<file path="src/rtl/mips_multicycle_ctrl.sv">
// Multi-cycle MIPS control FSM: BOOT/FETCH/DECODE/EXEC/MEM/WB/MULDIV/HALT with a shared wait counter.
// Outputs are combinational from state and IR fields; memory stalls hold state until mem_ready or watchdog expiry.
module mips_multicycle_ctrl #(
  parameter int MULDIV_CYCLES = 4,
  parameter int MEM_TIMEOUT   = 15,
  parameter int CNT_W         = 4
) (
  input  logic       clk,
  input  logic       rst_b,
  input  logic [5:0] opcode,
  input  logic [5:0] func,
  input  logic       zero,
  input  logic       negative,
  input  logic       mem_ready,
  output logic       mem_req,
  output logic       mem_write_en,
  output logic       ir_we,
  output logic       pc_we,
  output logic [1:0] pc_src,
  output logic       alu_src,
  output logic       reg_dest,
  output logic       reg_write_enable,
  output logic       mem_or_reg,
  output logic       does_shift_amount_need,
  output logic       is_unsigned,
  output logic       link,
  output logic       muldiv_busy,
  output logic       illegal,
  output logic       halted,
  output logic       mem_error,
  output logic [2:0] state
);

  typedef enum logic [2:0] {
    S_BOOT   = 3'd0,
    S_FETCH  = 3'd1,
    S_DECODE = 3'd2,
    S_EXEC   = 3'd3,
    S_MEM    = 3'd4,
    S_WB     = 3'd5,
    S_MULDIV = 3'd6,
    S_HALT   = 3'd7
  } state_t;

  typedef enum logic [3:0] {
    C_ILL, C_RALU, C_SHIFT, C_MULDIV, C_IMM, C_LW, C_SW,
    C_BR, C_J, C_JAL, C_JR, C_SYSCALL
  } cls_t;

  localparam logic [CNT_W-1:0] L_MD_LAST = CNT_W'(MULDIV_CYCLES - 1);
  // The watchdog fires on the last allowed waiting cycle, so exactly MEM_TIMEOUT cycles are spent waiting.
  localparam logic [CNT_W-1:0] L_WD_LAST = CNT_W'((MEM_TIMEOUT > 0) ? MEM_TIMEOUT - 1 : 0);
  localparam bit               L_WD_EN   = (MEM_TIMEOUT != 0);

  state_t           r_state;
  logic [CNT_W-1:0] r_cnt;
  logic             r_halted;
  logic             r_mem_error;

  cls_t w_cls;
  logic w_taken;
  logic w_uns;
  logic w_opnd;
  logic w_wd_expire;

  always_comb begin
    w_cls = C_ILL;
    case (opcode)
      6'b000000: begin
        case (func)
          6'b100000, 6'b100001, 6'b100010, 6'b100011, 6'b100100, 6'b100101,
          6'b100110, 6'b100111, 6'b101010, 6'b000100, 6'b000110: w_cls = C_RALU;
          6'b000000, 6'b000010, 6'b000011:                        w_cls = C_SHIFT;
          6'b011000, 6'b011010:                                   w_cls = C_MULDIV;
          6'b001000:                                              w_cls = C_JR;
          6'b001100:                                              w_cls = C_SYSCALL;
          default:                                                w_cls = C_ILL;
        endcase
      end
      6'b001000, 6'b001001, 6'b001010, 6'b001100, 6'b001101, 6'b001110, 6'b001111: w_cls = C_IMM;
      6'b100011:                                              w_cls = C_LW;
      6'b101011:                                              w_cls = C_SW;
      6'b000100, 6'b000101, 6'b000110, 6'b000111, 6'b000001: w_cls = C_BR;
      6'b000010:                                              w_cls = C_J;
      6'b000011:                                              w_cls = C_JAL;
      default:                                                w_cls = C_ILL;
    endcase
  end

  always_comb begin
    w_taken = 1'b0;
    case (opcode)
      6'b000100: w_taken = zero;
      6'b000101: w_taken = !zero;
      6'b000110: w_taken = zero || negative;
      6'b000111: w_taken = !zero && !negative;
      6'b000001: w_taken = !negative;
      default:   w_taken = 1'b0;
    endcase
  end

  assign w_uns       = (opcode == 6'b001001) || (opcode == 6'b001100) ||
                       (opcode == 6'b001101) || (opcode == 6'b001110);
  assign w_opnd      = (r_state == S_EXEC) || (r_state == S_MEM) ||
                       (r_state == S_WB)   || (r_state == S_MULDIV);
  assign w_wd_expire = L_WD_EN && (r_cnt == L_WD_LAST);

  always_comb begin
    mem_req                = 1'b0;
    mem_write_en           = 1'b0;
    ir_we                  = 1'b0;
    pc_we                  = 1'b0;
    pc_src                 = 2'd0;
    alu_src                = 1'b0;
    reg_dest               = 1'b0;
    reg_write_enable       = 1'b0;
    mem_or_reg             = 1'b0;
    does_shift_amount_need = 1'b0;
    is_unsigned            = 1'b0;
    link                   = 1'b0;
    muldiv_busy            = 1'b0;
    illegal                = 1'b0;
    // Operand selects persist past EXEC so the datapath holds its operands until writeback.
    if (w_opnd) begin
      reg_dest               = (w_cls == C_RALU) || (w_cls == C_SHIFT);
      does_shift_amount_need = (w_cls == C_SHIFT);
      alu_src                = (w_cls == C_IMM) || (w_cls == C_LW) || (w_cls == C_SW);
      is_unsigned            = w_uns;
    end
    case (r_state)
      S_FETCH: begin
        mem_req = 1'b1;
        if (mem_ready) begin
          ir_we = 1'b1;
          pc_we = 1'b1;
        end
      end
      S_EXEC: begin
        case (w_cls)
          C_RALU, C_SHIFT, C_MULDIV, C_IMM, C_LW, C_SW: ;
          C_BR: begin
            pc_src = 2'd1;
            pc_we  = w_taken;
          end
          C_J: begin
            pc_we  = 1'b1;
            pc_src = 2'd2;
          end
          C_JAL: begin
            pc_we            = 1'b1;
            pc_src           = 2'd2;
            link             = 1'b1;
            reg_write_enable = 1'b1;
          end
          C_JR: begin
            pc_we  = 1'b1;
            pc_src = 2'd3;
          end
          default: illegal = 1'b1;
        endcase
      end
      S_MEM: begin
        mem_req      = 1'b1;
        mem_write_en = (w_cls == C_SW);
        mem_or_reg   = (w_cls == C_LW);
      end
      S_WB: begin
        reg_write_enable = 1'b1;
        mem_or_reg       = (w_cls == C_LW);
      end
      S_MULDIV: muldiv_busy = 1'b1;
      default: ;
    endcase
  end

  assign halted    = r_halted;
  assign mem_error = r_mem_error;
  assign state     = r_state;

  always_ff @(posedge clk or negedge rst_b) begin
    if (!rst_b) begin
      r_state     <= S_BOOT;
      r_cnt       <= '0;
      r_halted    <= 1'b0;
      r_mem_error <= 1'b0;
    end else begin
      case (r_state)
        S_BOOT: begin
          r_state <= S_FETCH;
          r_cnt   <= '0;
        end
        S_FETCH: begin
          if (mem_ready) begin
            r_state <= S_DECODE;
            r_cnt   <= '0;
          end else if (w_wd_expire) begin
            r_state     <= S_HALT;
            r_cnt       <= '0;
            r_halted    <= 1'b1;
            r_mem_error <= 1'b1;
          end else begin
            r_cnt <= r_cnt + CNT_W'(1);
          end
        end
        S_DECODE: begin
          r_cnt <= '0;
          if (w_cls == C_SYSCALL) begin
            r_state  <= S_HALT;
            r_halted <= 1'b1;
          end else begin
            r_state <= S_EXEC;
          end
        end
        S_EXEC: begin
          r_cnt <= '0;
          case (w_cls)
            C_RALU, C_SHIFT, C_IMM: r_state <= S_WB;
            C_MULDIV:               r_state <= S_MULDIV;
            C_LW, C_SW:             r_state <= S_MEM;
            default:                r_state <= S_FETCH;
          endcase
        end
        S_MEM: begin
          if (mem_ready) begin
            r_state <= (w_cls == C_SW) ? S_FETCH : S_WB;
            r_cnt   <= '0;
          end else if (w_wd_expire) begin
            r_state     <= S_HALT;
            r_cnt       <= '0;
            r_halted    <= 1'b1;
            r_mem_error <= 1'b1;
          end else begin
            r_cnt <= r_cnt + CNT_W'(1);
          end
        end
        S_WB: begin
          r_state <= S_FETCH;
          r_cnt   <= '0;
        end
        S_MULDIV: begin
          if (r_cnt == L_MD_LAST) begin
            r_state <= S_WB;
            r_cnt   <= '0;
          end else begin
            r_cnt <= r_cnt + CNT_W'(1);
          end
        end
        S_HALT: r_halted <= 1'b1;
        default: r_state <= S_BOOT;
      endcase
    end
  end

endmodule
</file>
<file path="config.mk">
export PLATFORM = sky130hd
export DESIGN_NAME = mips_multicycle_ctrl
export DESIGN_NICKNAME = d
export VERILOG_FILES = /design/src/rtl/mips_multicycle_ctrl.sv
export SDC_FILE = /design/constraint.sdc
export NUM_CORES = 1
export LEC_CHECK = 0
export CAP_MARGIN = 5
export CORE_MARGIN = 10
export CORE_UTILIZATION = 43
export CTS_BUF_LIST = sky130_fd_sc_hd__clkbuf_8
export DETAILED_ROUTE_END_ITERATION = 7
export HOLD_SLACK_MARGIN = 0.06
export PLACE_DENSITY = 0.86
export SLEW_MARGIN = 25
export SYNTH_ARGS = -nofsm -noshare
export SYNTH_HDL_FRONTEND = slang
export SYNTH_SLANG_ARGS = --single-unit
</file>
<file path="constraint.sdc">
create_clock -name clk -period 2.18 [get_ports clk]
set_input_delay 0.436 -clock clk [delete_from_list [all_inputs] [get_ports clk]]
set_output_delay 0.436 -clock clk [all_outputs]
set_load 0.01 [all_outputs]
</file>
==> flow_metrics.tcl, run 1 <==
set metrics [dict create \
    rsz0062_at_grt "true" \
    dp_hpwl_mm 3.32 \
    avgSynthCellArea_sq_um 7.16 \
    diodes 0 \
    switching_share_pct 47.1 \
    synthCells 153 \
    synth_nets 172 \
    via_count 1658 \
    drtIter0Drc 200 \
    fmax_ghz 0.403 \
    yosysWarnings 0 \
    final_max_slew_viol_count 0 \
    whs_ns 0.477 \
    initial_core_util_pct 44.6 \
    critPathRequiredTime_ns 1.74 \
    cts_tree "yes" \
    cts.clk_slew.worst_paths_ns 0.04 \
    fp-row-count 18 \
    min_period_ns 2.48 \
    hold_viol_final 0 \
    cts_sinks 9 \
    cts_buffers 3 \
    worstSetupStartpointType "input pin" \
    power.leakage_uw 0.000900 \
    clockPowerShare_pct 12.3 \
    grt_pass1_wl_mm 8.23 \
    relSlewSlack_pct 69.9 \
    htree_levels 1 \
    insertion_delay_ns 0.24 \
    die_h_um 70.5 \
    grt.overflow.total 0 \
    post-place-ws_ns -1.12 \
    grt_pass1_vias 1687 \
    p_comb_share_pct 71.8 \
    n_fill_cell 144 \
    syn_area_sq_um 1100 \
    dieArea_sq_um 4970 \
    portBuffers 36 \
    failed_checks "setup timing" \
    antenna_left 0 \
    layout_setup_ws_ns -0.304 \
    peakVddDrop_mv 1.12 \
    cp_common_cell "nor2_4" \
    critical_path.endpoint_type "output pin" \
    maxCapViolCount 0 \
    cp_max_fo 4 \
    critical_path_class "in -> out" \
    grtUsageTotal_pct 19.8 \
    cpMaxStageDelayCell "or4b_4" \
    crit_path_max_incr_delay_ns 0.56 \
    setup_viol 9 \
    min_period_over_period_pct 114 \
    worstMarginPinSlew_ns 0.450 \
    core_area_sq_um 2450 \
    wl_per_cell_um 20.7 \
    grt_max_degree 20 \
    max-clock-path-buffers 2 \
    synthFlopType "dfrtp_1" \
    wl_mm 5.36 \
    viasPerCell 6.40 \
    power_density_nw_per_um2 809 \
    p_seq_share_pct 15.9 \
    dr.pass1.iters 5 \
    power.internal_uw 831 \
    io_pins 37 \
    hold_path_class "reg -> reg" \
    nNetsFinal 249 \
    cts_hold_buf 0 \
    yosysSeqAreaShare_pct 20.5 \
    status "finished, violations left" \
    antenna_found_initial 0 \
    synth_edf_count 0 \
    drc 0 \
    power.switching_uw 738 \
    die_w_um 70.5 \
    drive_gt1_share_pct 44.5 \
    synthArstFlopShare_pct 100 \
    ys_seq_elements 9 \
    synth_cell_types 51 \
    area.growth.synth_to_final_pct 76.9 \
    cp.arrival_ns 2.05 \
    path_cells "buf_8, or4b_4, nor2_4, nor2_4, or3_4, nor2_4, a32o_2, buf_6" \
    cts-root-buf "clkbuf_8" \
    final_common_cell "buf_4" \
    fin_skew_ns 0.00450 \
    place_congestion 0.941 \
    final_cell_mix "41 x buf_4, 17 x nor2_1, 12 x nand2_1, 11 x buf_2" \
]
metrics by stage:
stage	power, uW	area (sq um)	std cells	setup TNS [ns]	utilization [%]
after CTS	1490	1880	257	-1.93	76.8
after global routing	1660	1940	259	-2.53	79.0
after detailed placement	1270	1730	244	-11.88	70.3
final	1570	1940	259	-2.19	79.0
after floorplan	789	1120	153	0	-
after global placement	1240	1730	244	-10.98	70.3
critical path, delay by kind of cell:
| kind | cells | cell delay [ns] |
|---|---|---|
| and+or+nand+nor | 5 | 1.26 |
| buffers and inverters | 2 | 0.20 |
| AOI/OAI and AO/OA | 1 | 0.14 |
power groups by stage:
stage | Clock (uW) | Sequential, uW | Combinational, uW
after floorplan | 0 | 257 | 531
after detailed placement | 0 | 245 | 1020
final | 192 | 249 | 1130
after global routing | 206 | 255 | 1200
after global placement | 0 | 243 | 998
after CTS | 195 | 244 | 1050
synth_stat cells (3+ instances only):
library cell  instances  area [sq um]
inv_1                 5          18.8
o22ai_1               3          18.8
and2_1                3          18.8
xnor2_1               3          26.3
xor2_1                3          26.3
nand3_1               5          25.0
a21oi_1               9          45.0
nor2b_1               4          25.0
clkbuf_1              4          15.0
dfrtp_1               9           225
nor3_1                6          30.0
nand2b_1              5          31.3
o21bai_1              3          22.5
o21ai_0              11          55.1
nand2_1              13          48.8
nor2_1               19          71.3
nor4_1                3          18.8
buf_2                 3          15.0
flip-flops by register name, summed over array words and instances (netlist names):
signal,cells
r_cnt,4
mem_error,1
halted,1
state,3
repair_timing:
item / CTS / global route
gates resized for setup: 116 / 14
setup buffers: 9 / 3
setup endpoints to repair: 16 / 14
pin swaps: 21 / 13
metal layers:
layer / vias to the layer above / global-route usage [%] / wire length, um
met1: 798 / 20.9 / 2000
met4: 0 / 12.1 / 280
met5: - / 0 / 0
met3: 39 / 5.08 / 393
li1: 707 / - / -
met2: 114 / 34.2 / 2680
kinds of logic (layout without fill, tap and decap cells):
group | Yosys count | after routing | share of synthesized area [%]
AOI/OAI and AO/OA | 43 | 43 | 25.9
xor gates and xnor gates | 6 | 6 | 4.80
adders and majority gates | 2 | 2 | 2.28
buffers and inverters | 13 | 89 | 4.79
DFF | 9 | 9 | 20.5
muxes | 1 | 1 | 0.913
and+or+nand+nor | 79 | 79 | 40.8
final cells by class:
class / count / area, sq um / share of cell area [%]
clock inverters: 1 / 3.75 / 0.194
flip-flops and latches: 9 / 225 / 11.6
repair buffers: 80 / 663 / 34.2
multi-input cells: 131 / 950 / 49.0
well taps: 30 / 37.5 / 1.94
inverters: 5 / 18.8 / 0.968
clock buffers: 3 / 41.3 / 2.13
path summary, 6_finish.rpt:
check                           startpoint                to  slack (ns)  depth (start not counted)
worst max-delay path               func[4]  reg_write_enable       -0.30                          8
worst min-delay path             mem_error         mem_error        0.48                          1
worst max register to register    state[0]          state[0]        0.25                          9
worst min register to register   mem_error         mem_error        0.48                          1
max in group asynchronous            rst_b            halted        1.35                          1
min in group asynchronous            rst_b          r_cnt[3]        0.51                          1
(Power assumes the default switching activity.)
==> run 2: changes to the inputs <==
- CELL_PAD_IN_SITES_DETAIL_PLACEMENT: unset -> 1
- CELL_PAD_IN_SITES_GLOBAL_PLACEMENT: unset -> 1
- CORE_UTILIZATION: 43 -> 30
==> run 2 against run 1 <==
The run still ends with setup timing left. Routed wire length is 13% higher. Utilization is 21 points lower. Global-route usage is 2.4 points lower. Die area is 30% higher. Combinational power hardly changed. Fmax is 0.82% higher. Sequential power is 3% higher. Cell count is 7.7% higher. Critical path depth stayed put. Critical path type unchanged.
==> flow_metrics.tcl, run 2 (synthesized netlist as in run 1, its figures left out) <==
set metrics [dict create \
    status "finished, violations left" \
    failed_checks "setup timing" \
    holdPathEnd "mem_error" \
    cts_buffers 3 \
    maxCapViolCount 0 \
    fmax_ghz 0.406 \
    grtUsageTotal_pct 17.5 \
    cp_common_cell "nor2_4" \
    rsz0062_at_grt "true" \
    drc 0 \
    r2r_cells 9 \
    fp-row-count 21 \
    dp_hpwl_mm 3.94 \
    power.leakage_uw 0.000903 \
    place_congestion 0.853 \
    grt_max_degree 20 \
    dieArea_sq_um 6470 \
    hold_path_class "reg -> reg" \
    power_uw 1590 \
    grt_pass1_vias 1814 \
    cp-startpoint "func[1]" \
    setup_viol 9 \
    fin_area_sq_um 1990 \
    power_density_nw_per_um2 798 \
    min_period_ns 2.46 \
    antenna_left 0 \
    wl_mm 6.04 \
    worstHoldStart "mem_error" \
    nNetsFinal 253 \
    cpLargestDelayFamily "simple AND/OR/NAND/NOR gates" \
    final_max_slew_viol_count 0 \
    p_comb_share_pct 71.6 \
    final_common_cell "buf_4" \
    p_seq_share_pct 16.1 \
    cp.arrival_ns 2.03 \
    power.switching_uw 760 \
    min_delay_path_depth 1 \
    critPathRequiredTime_ns 1.74 \
    placed_cell_area_sq_um 1750 \
    insertion_delay_ns 0.24 \
    viasPerCell 5.74 \
    die_h_um 80.4 \
    htree_levels 1 \
    crit_path_max_incr_delay_ns 0.55 \
    peakVddDrop_mv 0.464 \
    min_period_over_period_pct 113 \
    diodes 0 \
    n_fill_cell 433 \
    die_w_um 80.4 \
    via_count 1601 \
    initial_core_util_pct 31.8 \
    cpMaxStageDelayCell "or4b_4" \
    antenna_found_initial 0 \
    grt.overflow.total 0 \
    drtIter0Drc 165 \
    crit_buf_inv 2 \
    cts_tree "yes" \
    cp_max_fo 5 \
    rr_endpoint "state[0]" \
    critical_path.endpoint_type "output pin" \
    layout_setup_ws_ns -0.284 \
    drive_gt1_share_pct 45.1 \
    worstSetupStartpointType "input pin" \
    io_pins 37 \
    largest_register_ffs 4 \
    cts_sinks 9 \
    fin_skew_ns 0.00470 \
    portBuffers 36 \
    core_area_sq_um 3440 \
    worstMarginPinSlew_ns 0.437 \
    grt_pass1_wl_mm 9.18 \
    max-clock-path-buffers 2 \
    wl_per_cell_um 21.7 \
    cts-root-buf "clkbuf_8" \
    relSlewSlack_pct 70.8 \
    hold_viol_final 0 \
    critical_path_class "in -> out" \
    final_cell_mix "44 x buf_4, 16 x nor2_1, 12 x nand2_1, 10 x buf_2, 10 x buf_6" \
    area.growth.synth_to_final_pct 81.6 \
    cts.clk_slew.worst_paths_ns 0.04 \
    r2r_start "state[0]" \
    switching_share_pct 47.9 \
    dr.pass1.iters 4 \
    path_cells "buf_8, or4b_4, nor2_4, nor2_4, or3_4, nor2_4, and2_4, buf_6" \
    r2r_setup_slack_ns 0.16 \
    top_register "r_cnt" \
    clockPowerShare_pct 12.3 \
    power.internal_uw 828 \
]
[run 2: cell count changes in the layout (fill, tap and decap cells not counted), sizes merged]
cell,delta
dlygate4sd2,+3
clkdlybuf4s15,-1
dlymetal6s2s,-2
buf,+4
[run 2: power groups by stage]
stage               clock network, uW  logic (uW)  registers, uW
CTS                               199        1060            253
finish                            195        1140            256
global placement                    0        1010            244
floorplan                           0         531            257
global route                      207        1220            259
detailed placement                  0        1060            255
[run 2: area by class of cell]
type | instances | area (sq um) | area share (%)
Sequential cell | 9 | 225 | 11.3
Tap cell | 46 | 57.6 | 2.89
Clock inverter | 1 | 3.75 | 0.189
Inverter | 5 | 18.8 | 0.943
Timing Repair Buffer | 84 | 691 | 34.7
Multi-Input combinational cell | 131 | 953 | 47.9
Clock buffer | 3 | 41.3 | 2.07
[run 2: how the worst max path moves through the flow]
stage / to / depth (start not counted) / slack (ns)
after floorplan: link / 7 / 0.01
after global placement: link / 8 / -1.02
after detailed placement: link / 8 / -1.11
after CTS: reg_write_enable / 8 / -0.31
after global routing: link / 8 / -0.34
final: link / 8 / -0.28
[run 2: layer usage]
layer / track usage, % / wire (um)
met3: 3.56 / 339
met1: 19.7 / 2450
met4: 5.46 / 135
met2: 31.7 / 3120
met5: 0 / 0
[run 2: through the flow]
step | worst slack [ns] | hold slack (ns) | TNS, ns | util (%) | instances
finish | -0.284 | 0.478 | -2.09 | 57.8 | 279
global route | -0.338 | 0.504 | -2.74 | 57.8 | 279
CTS | -0.313 | 0.479 | -2.03 | 55.0 | 276
detailed placement | -1.11 | 0.474 | -12.22 | 50.7 | 260
global placement | -1.02 | 0.460 | -10.97 | 50.7 | 260
floorplan | 0.0139 | 0.140 | 0 | - | 153
[run 2: what timing repair did]
| item | 4_1_cts | 5_1_grt |
|---|---|---|
| setup endpoints to repair | 19 | 14 |
| hold buffers | 0 | 0 |
| setup buffers | 12 | 3 |
| resized for setup | 114 | 20 |
| pin swaps | 18 | 11 |
